### src/rtl/spi_command_master.sv
// SPI mode-0 command master: sends a 32-bit word MSB first, captures the slave's word,
// and issues optional latch_data or control_trigger strobes to the sequencer.
`timescale 1ns/1ps
module spi_command_master #(
  parameter int CLK_DIV      = 4,
  parameter int PULSE_CYCLES = 4
) (
  input  logic        clock,
  input  logic        reset,
  input  logic        cmd_valid,
  input  logic [31:0] cmd_data,
  input  logic        cmd_latch,
  output logic        cmd_ready,
  input  logic        trig_valid,
  output logic        trig_ready,
  output logic        sclk,
  output logic        mosi,
  output logic        ss_n,
  input  logic        miso,
  output logic        latch_data,
  output logic        control_trigger,
  output logic [31:0] rx_data,
  output logic        rx_valid,
  output logic        busy
);

  // Handshake: a command or trigger is taken on a rising clock edge where valid and
  // ready are both high; ready is only offered in IDLE, and a command wins over a trigger.

  localparam int            DW         = $clog2(CLK_DIV);
  localparam logic [DW-1:0] DIV_LAST   = DW'(CLK_DIV - 1);
  localparam logic [7:0]    PULSE_LAST = 8'(PULSE_CYCLES - 1);
  localparam logic [6:0]    TOG_LAST   = 7'd63;

  typedef enum logic [2:0] {IDLE, SETUP, SHIFT, HOLD, LATCH, TRIG} state_t;

  state_t        state, state_d;
  logic [DW-1:0] div_cnt, div_cnt_d;
  logic [6:0]    tog_cnt, tog_cnt_d;
  logic [7:0]    pulse_cnt, pulse_cnt_d;
  logic [30:0]   tx_sh, tx_sh_d;    // bits still to send; the current bit sits on mosi
  logic [31:0]   rx_sh, rx_sh_d;
  logic          latch_q, latch_q_d;
  logic          sclk_d, mosi_d, ss_n_d, latch_data_d, control_trigger_d, rx_valid_d;
  logic [31:0]   rx_data_d;
  logic          div_tick;

  assign div_tick   = (div_cnt == DIV_LAST);
  assign busy       = (state != IDLE);
  assign cmd_ready  = (state == IDLE) && !reset;
  assign trig_ready = (state == IDLE) && !reset && !cmd_valid;

  always_comb begin
    state_d           = state;
    div_cnt_d         = div_cnt;
    tog_cnt_d         = tog_cnt;
    pulse_cnt_d       = pulse_cnt;
    tx_sh_d           = tx_sh;
    rx_sh_d           = rx_sh;
    latch_q_d         = latch_q;
    sclk_d            = sclk;
    mosi_d            = mosi;
    ss_n_d            = ss_n;
    latch_data_d      = latch_data;
    control_trigger_d = control_trigger;
    rx_data_d         = rx_data;
    rx_valid_d        = 1'b0;

    case (state)
      IDLE: begin
        if (cmd_valid) begin
          tx_sh_d   = cmd_data[30:0];
          mosi_d    = cmd_data[31];
          latch_q_d = cmd_latch;
          ss_n_d    = 1'b0;
          div_cnt_d = '0;
          state_d   = SETUP;
        end else if (trig_valid) begin
          control_trigger_d = 1'b1;
          pulse_cnt_d       = '0;
          state_d           = TRIG;
        end
      end
      SETUP: begin
        if (div_tick) begin
          div_cnt_d = '0;
          tog_cnt_d = '0;
          state_d   = SHIFT;
        end else begin
          div_cnt_d = div_cnt + 1'b1;
        end
      end
      SHIFT: begin
        if (div_tick) begin
          div_cnt_d = '0;
          sclk_d    = ~sclk;
          tog_cnt_d = tog_cnt + 7'd1;
          if (!sclk) begin
            rx_sh_d = {rx_sh[30:0], miso};
          end else if (tog_cnt == TOG_LAST) begin
            state_d = HOLD;
          end else begin
            mosi_d  = tx_sh[30];
            tx_sh_d = {tx_sh[29:0], 1'b0};
          end
        end else begin
          div_cnt_d = div_cnt + 1'b1;
        end
      end
      HOLD: begin
        if (div_tick) begin
          div_cnt_d  = '0;
          ss_n_d     = 1'b1;
          mosi_d     = 1'b0;
          rx_data_d  = rx_sh;
          rx_valid_d = 1'b1;
          if (latch_q) begin
            latch_data_d = 1'b1;
            pulse_cnt_d  = '0;
            state_d      = LATCH;
          end else begin
            state_d = IDLE;
          end
        end else begin
          div_cnt_d = div_cnt + 1'b1;
        end
      end
      LATCH: begin
        if (pulse_cnt == PULSE_LAST) begin
          latch_data_d = 1'b0;
          state_d      = IDLE;
        end else begin
          pulse_cnt_d = pulse_cnt + 8'd1;
        end
      end
      TRIG: begin
        if (pulse_cnt == PULSE_LAST) begin
          control_trigger_d = 1'b0;
          state_d           = IDLE;
        end else begin
          pulse_cnt_d = pulse_cnt + 8'd1;
        end
      end
      default: state_d = IDLE;
    endcase
  end

  always_ff @(posedge clock) begin
    if (reset) begin
      state           <= IDLE;
      div_cnt         <= '0;
      tog_cnt         <= '0;
      pulse_cnt       <= '0;
      tx_sh           <= '0;
      rx_sh           <= '0;
      latch_q         <= 1'b0;
      sclk            <= 1'b0;
      mosi            <= 1'b0;
      ss_n            <= 1'b1;
      latch_data      <= 1'b0;
      control_trigger <= 1'b0;
      rx_data         <= '0;
      rx_valid        <= 1'b0;
    end else begin
      state           <= state_d;
      div_cnt         <= div_cnt_d;
      tog_cnt         <= tog_cnt_d;
      pulse_cnt       <= pulse_cnt_d;
      tx_sh           <= tx_sh_d;
      rx_sh           <= rx_sh_d;
      latch_q         <= latch_q_d;
      sclk            <= sclk_d;
      mosi            <= mosi_d;
      ss_n            <= ss_n_d;
      latch_data      <= latch_data_d;
      control_trigger <= control_trigger_d;
      rx_data         <= rx_data_d;
      rx_valid        <= rx_valid_d;
    end
  end

endmodule
### config.mk
export PLATFORM = sky130hd
export DESIGN_NAME = spi_command_master
export DESIGN_NICKNAME = d
export VERILOG_FILES = /design/src/rtl/spi_command_master.sv
export SDC_FILE = /design/constraint.sdc
export NUM_CORES = 1
export LEC_CHECK = 0
export BUFFER_PORTS_ARGS = -buffer_cell sky130_fd_sc_hd__clkbuf_2
export CELL_PAD_IN_SITES_DETAIL_PLACEMENT = 0
export CELL_PAD_IN_SITES_GLOBAL_PLACEMENT = 1
export CORE_ASPECT_RATIO = 1.25
export CORE_UTILIZATION = 42
export DETAILED_ROUTE_END_ITERATION = 10
export GPL_TIMING_DRIVEN = 0
export HOLD_SLACK_MARGIN = 0.08
export PLACE_DENSITY = 0.88
export SLEW_MARGIN = 20
export SYNTH_ARGS = -nofsm -noshare
export SYNTH_HDL_FRONTEND = slang
export SYNTH_SLANG_ARGS = --single-unit
export TNS_END_PERCENT = 30
### constraint.sdc
create_clock -name clock -period 2.6 [get_ports clock]
set_clock_uncertainty 0.1 [all_clocks]
set_input_delay 0.78 -clock clock [delete_from_list [all_inputs] [get_ports clock]]
set_output_delay 0.78 -clock clock [all_outputs]
set_load 0.01 [all_outputs]
## Word level (Yosys, flattened, before mapping)

Cells that the tools add are included.

- Bits in registers: 122
- Output and inout bits: 41
- Logic and storage cells: 116
- Bits of input ports: 38

- Reductions and logical operators: 30
- Equal/unequal tests: 23
- Bitwise logic cells: 2
- Muxes and demuxes: 44
- Add/subtract/negate cells: 3

Operators with widths:

| cell | number |
|---|---|
| 2-to-1 mux 31 bit | 4 |
| one-hot mux 31 bit (2 select lines) | 1 |
| 2-to-1 mux 8 bit | 5 |
| 2-to-1 mux 3 bit | 9 |
| inequality test 2 bit, second input constant | 13 |
| one-hot mux 8 bit (3 select lines) | 1 |
| one-hot mux 3 bit (5 select lines) | 1 |
| 2-to-1 mux 7 bit | 2 |
| one-hot mux 7 bit (2 select lines) | 1 |
| 2-to-1 mux 1 bit | 13 |
| AND reduction 6 bit | 2 |
| nonzero test 2 bit | 6 |
| AND reduction 3 bit | 3 |
| nonzero test 3 bit | 3 |
| adder 8 x 1 -> 8 bit, second input constant | 1 |
| equality test 8 x 2 -> 1 bit, second input constant | 1 |
| AND reduction 2 bit | 4 |
| AND reduction 4 bit | 2 |
| adder 7 x 1 -> 7 bit, second input constant | 1 |
| equality test 7 x 6 -> 1 bit, second input constant | 1 |
| AND reduction 7 bit | 1 |
| equality test 3 x 2 -> 1 bit, second input constant | 2 |
| equality test 3 bit, second input constant | 2 |
| one-hot mux 1 bit (2 select lines) | 3 |
| 15 further kinds | 20 |

## Longest topological paths before layout

- Depth in word-level cells: 5
- Gate-level depth with buffers: 8
- Depth with buffers taken out: 5

## Worst setup path before layout

No wires, ideal clock.

- Path kind: in2out
- Start: input port reset
- End: output port trig_ready
- Buffers on the path: 2
- Data required time: 1720 ps
- Setup slack: 268 ps
- Cell stages on the path: 3
- Arrival: 1452 ps
- Cell sequence: clkbuf_1 > clkbuf_1 > nor3_1

- Word-level cells in the longest chain between the ends: 3

Ends and longest elaborated chain:

| item | RTL line | text |
|---|---|---|
| start, declared | 9 | `input logic reset,` |
| logical NOT 1 bit | 51 | `assign trig_ready = (state == IDLE) && !reset && !cmd_valid;` |
| logical AND 1 bit (2 in a row) | 51 |  |
| end, declared | 15 | `output logic trig_ready,` |

No other way between the ends.

## Final worst setup path

- Start: register state[1]
- End: output port trig_ready

- Word-level cells in the longest chain between the ends: 3

Ends and longest elaborated chain:

| item | RTL line | text |
|---|---|---|
| start, declared | 37 | `state_t state, state_d;` |
| start signal, assigned | 165 | `state <= state_d;` |
| logical NOT 3 bit | 51 |  |
| logical AND 1 bit (2 in a row) | 51 |  |

No other way between the ends.

==> results by group <==
Synthesis
  • Number of synthesized flops with an enable pin: 0
  • Sequential area share after synthesis: 47.15%
  • Syn Area/Cell: slightly above 8 um^2
  • Predominant post-synthesis flop cell: dfxtp_1
  • Post-synth ARST share: 0%
  • Yosys warns: 0
  • Netlist Area Pre-Place: between 5000 and 6000 um^2
  • Net Count, Synth: a little under 700
  • Synth Instances: ~630
  • Yosys reg bits: around 120
  • Synth unique cells: 46

STA
  • Setup violation total in the final timing report: 0
  • Post-route minimum period: between 2000 and 2500 ps
  • Worst slew pin tran: 765.9 ps
  • Relative slew slack: just under 50%
  • Max-slew violation count: 0
  • Final period utilization: between 90% and 100%
  • Max Clock Freq: roughly 400 MHz
  • Worst Setup Slack, final: 119.0 ps
  • Hold_ws: 350.2 ps
  • Setup TNS: 0 ps
  • Final hold vios: 0
  • RSZ-0062 raised after global routing: no

Worst setup path
  • Crit-path cells: or3_1 > clkbuf_1 > nor3_2 > clkbuf_2
  • FF-to-FF Start: pulse_cnt[1]
  • Max Fanout on Critical Path: 11
  • Critical Path Max Stage Delay: between 300 and 400 ps
  • FF-to-FF End: latch_data
  • CP Capture Type: output port
  • WP data required: approximately 1700 ps
  • Critical Path Start Type: flop
  • CP max stage cell: or3_1
  • R2R setup slack: 200 ps
  • R2R depth: 6
  • Critical Path AT: between 1500 and 2000 ps
  • Path type of the worst setup path: reg -> out

Clocking
  • Hold-fix buffers at CTS: 0
  • CTS tree: done
  • TritonCTS Sinks: between 100 and 150
  • Clk buf depth: 2
  • TritonCTS buffer count: 17
  • # Post-CTS Setup Buffers: 0
  • # H-tree levels: 4
  • Root Buffer: clkbuf_16
  • Reg clk slew, reported paths: approximately 60 ps
  • Worst skew pair latency: 410 ps

Floorplan
  • Die footprint: 12780 um^2
  • Ports: ~80
  • Row cnt: 45
  • DIE HEIGHT: around 130 um
  • Core footprint: between 10000 and 15000 um^2
  • Die width: around 100 um
  • Initial Utilization: 42.79%

Final layout
  • Fillers: around 1200
  • Final core occ: between 50% and 60%
  • Layout area overhead: 23.16%
  • Final Cell Area: about 6400 um^2
  • Commonest non-fill, non-tap cell in the layout: nand2_1
  • Non-filler cells in the finished layout: between 900 and 1000
  • Final Net Count: around 770
  • Share of cells above drive strength 1: ~21%
  • Most frequent cells in the layout: 199 x nand2_1, 121 x dfxtp_1, 109 x a21oi_1, 83 x clkbuf_2, 46 x clkbuf_1
  • Antenna Cells: 0

Place
  • Worst slack, placed: -163.4 ps
  • Placed inst area: between 5000 and 6000 um^2
  • IO buf count: between 70 and 80
  • HPWL after DPL: roughly 8.5 mm
  • Gpl congestion: roughly 0.83
  • Placed cells: a little under 900

Global route
  • Global-route wire length before repair: 19.79 mm
  • Grt total ovfl: 0
  • Largest net degree at the start of global routing: 17
  • Total GRT Usage: between 10% and 20%
  • Number of global-route vias before repair: 4295
  • Antenna violations before repair: 0

Drt
  • ANT nets after route: 0
  • Post-Route WL: 11.94 mm
  • DRC: 0
  • Post-DR wirelength/cell: approximately 13 um
  • DRT iter0 DRCs: approximately 170
  • Vias/cell: 5.156
  • Vias: approximately 4700
  • Drt pass-1 iters: 4

Power
  • Power Total: ~5.7 mW
  • Max rail drop VDD: roughly 410 uV
  • Pleak: roughly 2.4 nW
  • PwrDens: 892.8 nW/um^2

Flow run
  • Max_cap viols: 0

Hold path
  • Hold Crit Start: rx_data[20]
  • Worst hold endpoint: rx_data[20]
  • Worst Hold Depth: 2
  • Hold crit path type: reg -> reg

Outcome
  • Status: complete, no violations
## critical path: cells and delay by family (launching register included)
kind	cells	cell delay [ps]
buffers and inverters	2	320
flip-flops	1	360
AND/OR/NAND/NOR	2	500
## per-layer routing
layer / track usage (%) / up-vias / wire, um
met3: 4.550 / 11 / 452
met4: 7.246 / 0 / 123
li1: - / 2375 / -
met2: 34.37 / 96 / 6214
met5: 0 / - / 0
met1: 22.56 / 2179 / 5147
## layout make-up
class	instances	area, um^2	area share (%)
well taps	164	205.2	3.216
multi-input cells	452	2494	39.09
inverters	5	18.77	0.2942
plain buffers	52	234.0	3.667
clock inverters	7	113.9	1.785
clock buffers	25	485.5	7.609
flip-flops and latches	122	2444	38.30
repair buffers	77	385.4	6.040
## kinds of logic after synthesis
kind of cell / Yosys count / synth area share, %
buf+inv: 58 / 4.807
xor+xnor: 2 / 0.3382
compound gates: 175 / 23.99
mux: 4 / 0.7730
flops: 122 / 47.15
fa+ha+maj: 3 / 0.7247
simple gates: 268 / 22.22
## power by group
part / switching [mW] / total, mW / internal (mW) / leakage [nW]
Clock: 0.797 / 2.38 / 1.58 / 0.295
Combinational: 0.686 / 1.15 / 0.461 / 1.08
Sequential: 0.114 / 2.17 / 2.06 / 0.991
Total: 1.60 / 5.70 / 4.10 / 2.36
## worst max-delay path by stage
stage | start | to | slack [ps] | cells after the start
3_3_place_gp | reset | cmd_ready | -150 | 4
3_5_place_dp | reset | cmd_ready | -160 | 4
2_1_floorplan | reset | trig_ready | 270 | 3
6_report | state[1] | trig_ready | 120 | 4
5_1_grt | state[1] | trig_ready | 40 | 4
4_1_cts | state[1] | trig_ready | 30 | 4
## synth_stat cells, types with 2 or more instances
master    instances  share of area [%]
and3_1            6               0.72
a311oi_2         30                8.7
nor2b_1           3               0.36
or2_2             2               0.24
a311oi_1          4               0.68
nand4_1           2               0.24
a21oi_1         109                 11
inv_1             5               0.36
nor2_1           17                1.2
nand2_1         199                 14
nand4b_1          2               0.34
dfxtp_1         122                 47
ha_1              3               0.72
or4b_2            2               0.39
o211ai_1          2               0.29
nor3_1            3               0.29
or3_1             4               0.48
a31oi_1           8               0.97
mux2i_1           4               0.77
o21ai_0          10               0.97
clkbuf_1         48                3.5
nand3_1          13                1.3
nand3b_1          4               0.58
o21a_1            2               0.29
nor3b_1           4               0.58
buf_6             4               0.87
## registers in the layout, indices dropped and copies added (netlist names)
| signal | cells |
|---|---|
| rx_valid | 1 |
| control_trigger | 1 |
| mosi | 1 |
| tx_sh | 31 |
| latch_q | 1 |
| ss_n | 1 |
| tog_cnt | 7 |
| pulse_cnt | 8 |
| state | 3 |
| rx_sh | 32 |
| sclk | 1 |
| rx_data | 32 |
| div_cnt | 2 |
| latch_data | 1 |
## timing repair
| item | in CTS | in global routing |
|---|---|---|
| gates resized for setup | 2 | 11 |
| hold endpoints to repair | 0 | 0 |
| setup endpoints to repair | 2 | 31 |
Note: power is estimated with default switching activity, not from simulation.
